File: src/rtl/ebpc_stream_arbiter.sv
`default_nettype none
// ============================================================================
//  Module   : ebpc_stream_arbiter
//  Brief    : Round-robin burst merger of N valid/ready byte streams onto one
//             tagged output stream (id, end-of-frame, end-of-burst).
//  Revision : 1.0 - initial release
// ============================================================================
module ebpc_stream_arbiter #(
    parameter int N_STREAMS = 2,
    parameter int DATA_W    = 8,
    parameter int BURST_LEN = 8,
    parameter int ID_W      = (N_STREAMS > 1) ? $clog2(N_STREAMS) : 1
) (
    input  logic                          clk_i,
    input  logic                          rst_i,
    input  logic [N_STREAMS*DATA_W-1:0]   data_i,
    input  logic [N_STREAMS-1:0]          last_i,
    input  logic [N_STREAMS-1:0]          vld_i,
    output logic [N_STREAMS-1:0]          rdy_o,
    output logic [DATA_W-1:0]             data_o,
    output logic [ID_W-1:0]               id_o,
    output logic                          last_o,
    output logic                          eob_o,
    output logic                          vld_o,
    input  logic                          rdy_i
);

    localparam int CNT_W = $clog2(BURST_LEN + 1);

    typedef enum logic [0:0] {
        S_IDLE  = 1'b0,
        S_BURST = 1'b1
    } state_t;

    state_t              state;
    state_t              state_nxt;
    logic [ID_W-1:0]     ptr;
    logic [ID_W-1:0]     grant;
    logic [CNT_W-1:0]    cnt;

    logic [ID_W-1:0]     arb_idx;
    logic [ID_W-1:0]     cand;
    logic                arb_found;
    int                  arb_pos;

    logic [DATA_W-1:0]   g_data;
    logic                g_last;
    logic                out_free;
    logic                accept;
    logic                burst_end;

    // Cyclic search for the first valid stream at or after the pointer.
    always_comb begin
        arb_found = 1'b0;
        arb_idx   = '0;
        cand      = '0;
        arb_pos   = 0;
        for (int i = 0; i < N_STREAMS; i++) begin
            arb_pos = (int'(ptr) + i) % N_STREAMS;
            cand    = ID_W'(arb_pos);
            if (!arb_found && vld_i[cand]) begin
                arb_found = 1'b1;
                arb_idx   = cand;
            end
        end
    end

    always_comb begin
        g_data = '0;
        g_last = 1'b0;
        for (int k = 0; k < N_STREAMS; k++) begin
            if (grant == ID_W'(k)) begin
                g_data = data_i[k*DATA_W +: DATA_W];
                g_last = last_i[k];
            end
        end
    end

    assign out_free  = ~vld_o | rdy_i;
    assign accept    = (state == S_BURST) && vld_i[grant] && out_free;
    assign burst_end = accept && (g_last || (cnt == CNT_W'(BURST_LEN - 1)));

    always_comb begin
        rdy_o = '0;
        if (state == S_BURST) begin
            rdy_o[grant] = out_free;
        end
    end

    always_ff @(posedge clk_i or posedge rst_i) begin
        if (rst_i) begin
            state <= S_IDLE;
        end else begin
            state <= state_nxt;
        end
    end

    always_comb begin
        state_nxt = state;
        case (state)
            S_IDLE:  if (arb_found) state_nxt = S_BURST;
            S_BURST: if (burst_end) state_nxt = S_IDLE;
            default: state_nxt = S_IDLE;
        endcase
    end

    always_ff @(posedge clk_i or posedge rst_i) begin
        if (rst_i) begin
            ptr    <= '0;
            grant  <= '0;
            cnt    <= '0;
            data_o <= '0;
            id_o   <= '0;
            last_o <= 1'b0;
            eob_o  <= 1'b0;
            vld_o  <= 1'b0;
        end else begin
            if (state == S_IDLE && arb_found) begin
                grant <= arb_idx;
                cnt   <= '0;
            end
            if (accept) begin
                data_o <= g_data;
                id_o   <= grant;
                last_o <= g_last;
                eob_o  <= burst_end;
                vld_o  <= 1'b1;
                cnt    <= burst_end ? '0 : cnt + CNT_W'(1);
            end else if (rdy_i) begin
                vld_o  <= 1'b0;
            end
            if (burst_end) begin
                ptr <= (grant == ID_W'(N_STREAMS - 1)) ? '0 : grant + ID_W'(1);
            end
        end
    end

endmodule
`default_nettype wire
File: config.mk
export PLATFORM = sky130hd
export DESIGN_NAME = ebpc_stream_arbiter
export DESIGN_NICKNAME = d
export VERILOG_FILES = /design/src/rtl/ebpc_stream_arbiter.sv
export SDC_FILE = /design/constraint.sdc
export NUM_CORES = 1
export LEC_CHECK = 0
export CORE_UTILIZATION = 35
export DETAILED_ROUTE_END_ITERATION = 16
export PLACE_DENSITY_LB_ADDON = 0.2
export SLEW_MARGIN = 20
export SYNTH_ARGS = -nofsm -noshare
export SYNTH_HDL_FRONTEND = slang
export SYNTH_SLANG_ARGS = --single-unit
File: constraint.sdc
create_clock -name clk_i -period 1.65 [get_ports clk_i]
set_input_delay 0.165 -clock clk_i [delete_from_list [all_inputs] [get_ports clk_i]]
set_output_delay 0.165 -clock clk_i [all_outputs]
set_load 0.01 [all_outputs]
==> summary.md, run 1 <==
| Metric | Value |
|---|---|
| Port buffer count | 36 |
| Clk pin slew, worst setup/hold paths | 0.12 ns |
| Core Area | between 2000 and 3000 um2 |
| Max Root-Sink Buffers | 2 |
| Mapped cell area | 958.4 um2 |
| Largest net degree at the start of global routing | 19 |
| Top post-synthesis cells by area | dfrtp_1 (50%), mux2i_1 (10%), o21ai_0 (6.8%) |
| Min Tclk post-route | 1.533 ns |
| Routed vias/inst | 4.831 |
| Pleak | ~0.64 nW |
| Final setup viols | 0 |
| Layout area overhead | 46.21% |
| Total CTS buffers | 3 |
| Hold_buf cts | 0 |
| Setup TNS | 0 ns |
| Critical Path AT | 1.70 ns |
| Internal | 1.412 mW |
| CP Class | reg2reg |
| Critical Path Fanout Max | 9 |
| Slew Limit Fails | 0 |
| Grt ovf | 0 |
| Maxcap violations | 0 |
| Place WS | 0.05018 ns |
| Synth Instances | a little over 90 |
| Worst-skew pair later-pin latency | 0.30 ns |
| Number of synthesized flops with an enable pin | 0 |
| WHS | between 0.1 and 0.15 ns |
| Register bit total from synthesis | 19 |
| Synth Flop Type | dfrtp_1 |
| Seq pwr share | 0.367 |
| Final Worst Setup Slack | roughly 0.12 ns |
| Synth area leader | dfrtp_1 |
| Pwr dens | between 1500 and 2000 nW/um2 |
| Site row count | 18 |
| GPL Wtd Cong | 0.7132 |
| FMAX | 652.2 MHz |
| Hold WC Path Type | in2async |
| Wirelength per Cell | 11.87 um |
| Initial antenna violation count | 0 |
| Detailed Place HPWL | roughly 1500 um |
| Area of the die | between 2000 and 3000 um2 |
| Routed WL | about 2000 um |
| VDD IR max | slightly below 0.8 mV |
| Worst EP required | 1.81 ns |
| Hold Vio Cnt, Final | 0 |
| CTS tree | yes |
| Total GRT Usage | 0.1472 |
| Crit share post-route | 0.9292 |
| Setup repair after global routing missed its margin | false |
| Worst-margin pin slew | 0.4244 ns |
| First-pass GRT wire length | 3042 um |
| Share of the synthesized area in the top cell type | 0.4961 |
| Crit start category | flop |
| H-tree depth | 1 |
| Syn_nets | 117 |
| Die Wd | 54.33 um |
| Die Height | approximately 54 um |
| Via count | roughly 800 |
| ANT nets after route | 0 |
| Clock Power Share | 0.105 |
| Outcome | complete, no violations |
| Crit end category | flop |
| Fin nets | 161 |
| Starting density of the core | 0.3800 |
| Post-synth ARST share | 1.000 |
| Skew final | 0.01534 ns |
| Vias in the first global route | 718 |
| I/O pin cnt | 37 |
| Antenna diodes | 0 |
| Combinational share of power | 0.527 |
| Clk root buf | clkbuf_4 |
| Avg Inst Size Synth | a little over 10 um2 |
| TritonRoute pass-1 iters | 4 |
| Fraction of the yosys area taken by sequential cells | 0.4961 |
| Initial DRC Count | 10 |
| Share of cells above drive strength 1 | 0.1397 |
| Sw Share | 0.3679 |
| Yosys warns | 0 |
| Fin util | 0.5556 |
| Clock Sinks | 19 |
| Switch Pwr | ~0.8 mW |
| Slew margin rel. | 0.7167 |
| # DRC | 0 |
| Cell variety after synth | 21 |
[cell type report]
type,count,area (um2)
multi-input combinational,64,421.7
inverter,5,18.77
tap,30,37.54
clock buffer,3,22.52
fill,239,1121
clock inverter,1,5.005
timing repair buffer,44,417.9
sequential,19,478.0
[power by group through the flow]
stage	logic, mW	clock network [mW]	registers [mW]
floorplan	0.646	0	0.873
global placement	1.12	0	0.847
detailed placement	1.14	0	0.853
CTS	1.19	0.245	0.823
global route	1.31	0.264	0.859
finish	1.18	0.235	0.820
[stage by stage]
stage          area, um2  cells  power (mW)
3_5_place_dp        1358    160       1.996
3_3_place_gp        1358    160       1.968
2_1_floorplan      958.4     93       1.519
5_1_grt             1401    166       2.428
6_report            1401    166       2.234
4_1_cts             1400    166       2.259
[cell families (layout without fill, tap and decap cells)]
logic type                 after synthesis  after routing  share of synthesized area
AOI/OAI and AO/OA                       25             25                     0.1606
DFF                                     19             19                     0.4961
muxes                                   12             12                     0.1358
buffers and inverters                   10             53                    0.06527
and+or+nand+nor                         26             26                     0.1292
adders and majority gates                1              1                    0.01305
[routing by layer]
layer  vias up  part of all wire  GRT usage
met5         -                 0          0
met4         0            0.0076    0.08547
met3         2             0.036    0.02778
met2        19              0.49     0.2215
met1       370              0.47     0.1949
li1        411                 -          -
[cells in the mapped netlist (2+ instances only)]
| cell | instances |
|---|---|
| nand2b_1 | 3 |
| a31oi_1 | 5 |
| mux2_4 | 2 |
| and3_1 | 2 |
| mux2i_1 | 10 |
| nor2_1 | 3 |
| buf_6 | 3 |
| a21oi_1 | 4 |
| inv_1 | 5 |
| o21ai_0 | 13 |
| nand2_1 | 14 |
| buf_2 | 2 |
| dfrtp_1 | 19 |
[critical path, stage by stage (launching register included)]
cell	delay (ns)
dfrtp_2	0.44
buf_4	0.16
mux2_4	0.31
and3_2	0.27
a31oi_1	0.18
a31oi_1	0.05
[worst paths after layout]
path | cells after the start | to | slack (ns) | from
setup / recovery | 5 | cnt[2] | 0.12 | grant
setup reg to reg | 5 | cnt[2] | 0.12 | grant
min in group clk_i | 3 | data_o[3] | 0.48 | data_i[3]
hold / removal | 2 | data_o[1] | 0.14 | rst_i
hold reg to reg | 1 | cnt[3] | 0.48 | cnt[3]
max in group asynchronous | 3 | grant | 1.00 | rst_i
[repair_timing]
action,in CTS,in global routing
buffers inserted,2,0
setup endpoints to repair,2,1
resized for setup,4,1
pin swaps,0,0
[placed cells by master, fill, tap and decap left out]
cell | synthesis | routed
a21oi_1 | 4 | 4
a31oi_1 | 5 | 5
a31oi_4 | 1 | 1
and3_1 | 2 | 1
and3_2 | 0 | 1
buf_4 | 0 | 8
clkbuf_4 | 0 | 3
clkdlybuf4s50_1 | 0 | 34
clkinv_2 | 0 | 1
dfrtp_1 | 19 | 17
dfrtp_2 | 0 | 2
dlygate4sd2_1 | 0 | 2
ha_1 | 1 | 1
inv_1 | 5 | 5
mux2_4 | 2 | 2
mux2i_1 | 10 | 10
nand2_1 | 14 | 14
nand2b_1 | 3 | 3
nand3_1 | 1 | 1
nand3_2 | 1 | 1
nand3b_1 | 1 | 1
nor2_1 | 3 | 3
o21a_1 | 1 | 1
o21ai_0 | 13 | 13
o31a_1 | 1 | 1
or3_1 | 1 | 1
[state kept, by name, summed over array words and instances (netlist names)]
register	cells
state	1
ptr	1
id_o	1
vld_o	1
eob_o	1
last_o	1
cnt	4
data_o	8
grant	1
Note: power is estimated with default switching activity, not from simulation.
==> inputs of run 2 (changes only) <==
- CAP_MARGIN: not set -> 25
- CTS_CLUSTER_DIAMETER: not set -> 120
==> results of run 2 <==
No change in the layout: final DEF, timing and power equal those of run 1.
==> inputs of run 3 (changes only) <==
- TNS_END_PERCENT: not set -> 50
==> results of run 3 <==
No change in the layout: final DEF, timing and power equal those of run 1.
==> patch (config.mk and constraints of run 3) <==
Make the reset (`rst_i`) synchronous in 2 clocked blocks.
--- a/src/rtl/ebpc_stream_arbiter.sv
+++ b/src/rtl/ebpc_stream_arbiter.sv
@@ -87,7 +87,7 @@
         end
     end
 
-    always_ff @(posedge clk_i or posedge rst_i) begin
+    always_ff @(posedge clk_i) begin
         if (rst_i) begin
             state <= S_IDLE;
         end else begin
@@ -104,7 +104,7 @@
         endcase
     end
 
-    always_ff @(posedge clk_i or posedge rst_i) begin
+    always_ff @(posedge clk_i) begin
         if (rst_i) begin
             ptr    <= '0;
             grant  <= '0;
Check against the original RTL: differs if rst_i is asserted again (counterexample within 4 cycles, from zero or initial values and one cycle with rst_i high); with rst_i held inactive, the same outputs for 10 cycles.
==> patch against run 3 <==
Wire length rose by 3.0%. Setup slack improved by 110 ps. Synthesized area fell by 0.91%. Sequential cell count did not move. Final area fell by 3.0%. Via count rose by 5.2%. First-iteration DRC count fell by 10%. Critical endpoint is now state.
Power is not compared: it rests on default switching activity, and its combinational part moved more than twofold at a synthesized area within 25%.
==> patch: results (changes against run 3) <==
status: "complete, no violations"
seq_share_pct: 28.2  # -5.9 points
fill_cells: 242  # +1.3%
synth_compound_area_share_pct: 22.7  # +6.6 points
yosysSeqAreaShare_pct: 40.1  # -9.6 points
critical_path.max_fanout: 10  # +1
critPathCapture: "state"
nMultiInputCombCells: 69  # +7.8%
grt_pass1_vias: 821  # +14%
synthArstFlopShare_pct: 0  # -100 points
hp-start: "id_o"
path_delay_family: "compound AO/OA/AOI/OAI gates"
cts_setup_buffers: 0  # -2
final-nonclk-buf-share_pct: 29.4  # -0.45 points
grtUsageTotal_pct: 16.7  # +1.9 points
ys_types: 28  # +33%
nets: 160  # -0.62%
grtUsageMet1_pct: 18.5  # -0.95 points
rr_worst_depth: 4  # -1
clkbuf_count: 4  # +1
slowest_stage: "dfxtp_2"
synthMuxAreaShare_pct: 11.2  # -2.4 points
inverters: 3  # -2
drt-initial-drc-count: 9  # -1
vias: 844  # +5.2%
rrSetupSlack_ps: 230  # +110 ps
post-place-ws_ps: 13.7  # -36.5 ps
worst_pin_slew_ps: 308  # -117 ps
wl_per_cell_um: 12.3  # +3.6%
hp-class: "flip-flop to flip-flop"
place_congestion: 0.749  # +4.9%
final_layout_size_suffix_gt1_share_pct: 16.3  # +2.3 points
setup_ws_ps: 230  # +113 ps
worstPathArrival_ps: 1640  # -60 ps
signal_buffers: 40  # -9.1%
met2_usage_pct: 30.0  # +7.9 points
synth_fp_nets: 122  # +4.3%
r2r-end: "state"
grt_max_degree: 27  # +8
grt_pass1_wl_um: 3450  # +13%
crit_start: "grant"
multiInputGateArea_um2: 502  # +19%
synth_fa_ha_area_share_pct: 1.32  # +0.012 points
min_to: "id_o"
clkCellAreaFrac_pct: 1.93  # -0.031 points
max_stage_delay_ps: 390  # -50 ps
finClkSkew_ps: 3.14  # -12.2 ps
portBuffers: 36  # unchanged
hpwl_um: 1500  # +1.4%
==> patch: cell count changes in the layout (fill, tap and decap cells not counted), sizes merged, moves of 3 or more <==
| cell | change |
|---|---|
| o21ai | -11 |
| dfxtp | +19 |
| a31oi | -3 |
| buf | -4 |
| nor2 | +13 |
| nand2 | -7 |
| dfrtp | -19 |
| a211oi | +10 |
==> patch: report_power, final <==
group / internal [uW] / total (uW) / switching [uW]
Combinational: 146 / 259 / 112
Clock: 94.3 / 240 / 145
Sequential: 488 / 507 / 18.2
Total: 729 / 1010 / 276
==> patch: metal layers <==
metal / wire [um] / vias up
met4: 18 / 0
met1: 897 / 387
met3: 137 / 4
li1: - / 426
met5: 0 / -
met2: 975 / 27
==> patch: metrics by stage <==
stage | total power, uW | hold slack [ps] | instances | instance area [um2] | utilization, %
finish | 1010 | 473 | 165 | 1360 | 53.9
global route | 1060 | 506 | 165 | 1360 | 53.9
CTS | 1020 | 476 | 165 | 1350 | 53.6
detailed placement | 779 | 460 | 161 | 1320 | 52.4
global placement | 772 | 457 | 161 | 1320 | 52.4
floorplan | 660 | 345 | 98 | 950 | -
==> patch: kinds of logic after synthesis <==
family | Yosys count
adder cells (fa/ha/maj) | 1
AO/OA/AOI/OAI | 23
flip-flops | 19
multiplexers | 10
buffers and inverters | 10
AND/OR/NAND/NOR | 35
==> patch: tightest hold or removal path: cells and delay by family (launching register included) <==
family / cells / cell delay (ps)
flip-flops: 1 / 330
AND/OR/NAND/NOR: 1 / 50
AO/OA/AOI/OAI: 1 / 50
==> patch: what timing repair did <==
| action | in CTS | in global routing |
|---|---|---|
| endpoints found under the setup margin | 1 | 2 |
| hold buffers | 0 | 0 |
| hold endpoints to repair | 0 | 0 |
| resized for setup | 2 | 3 |
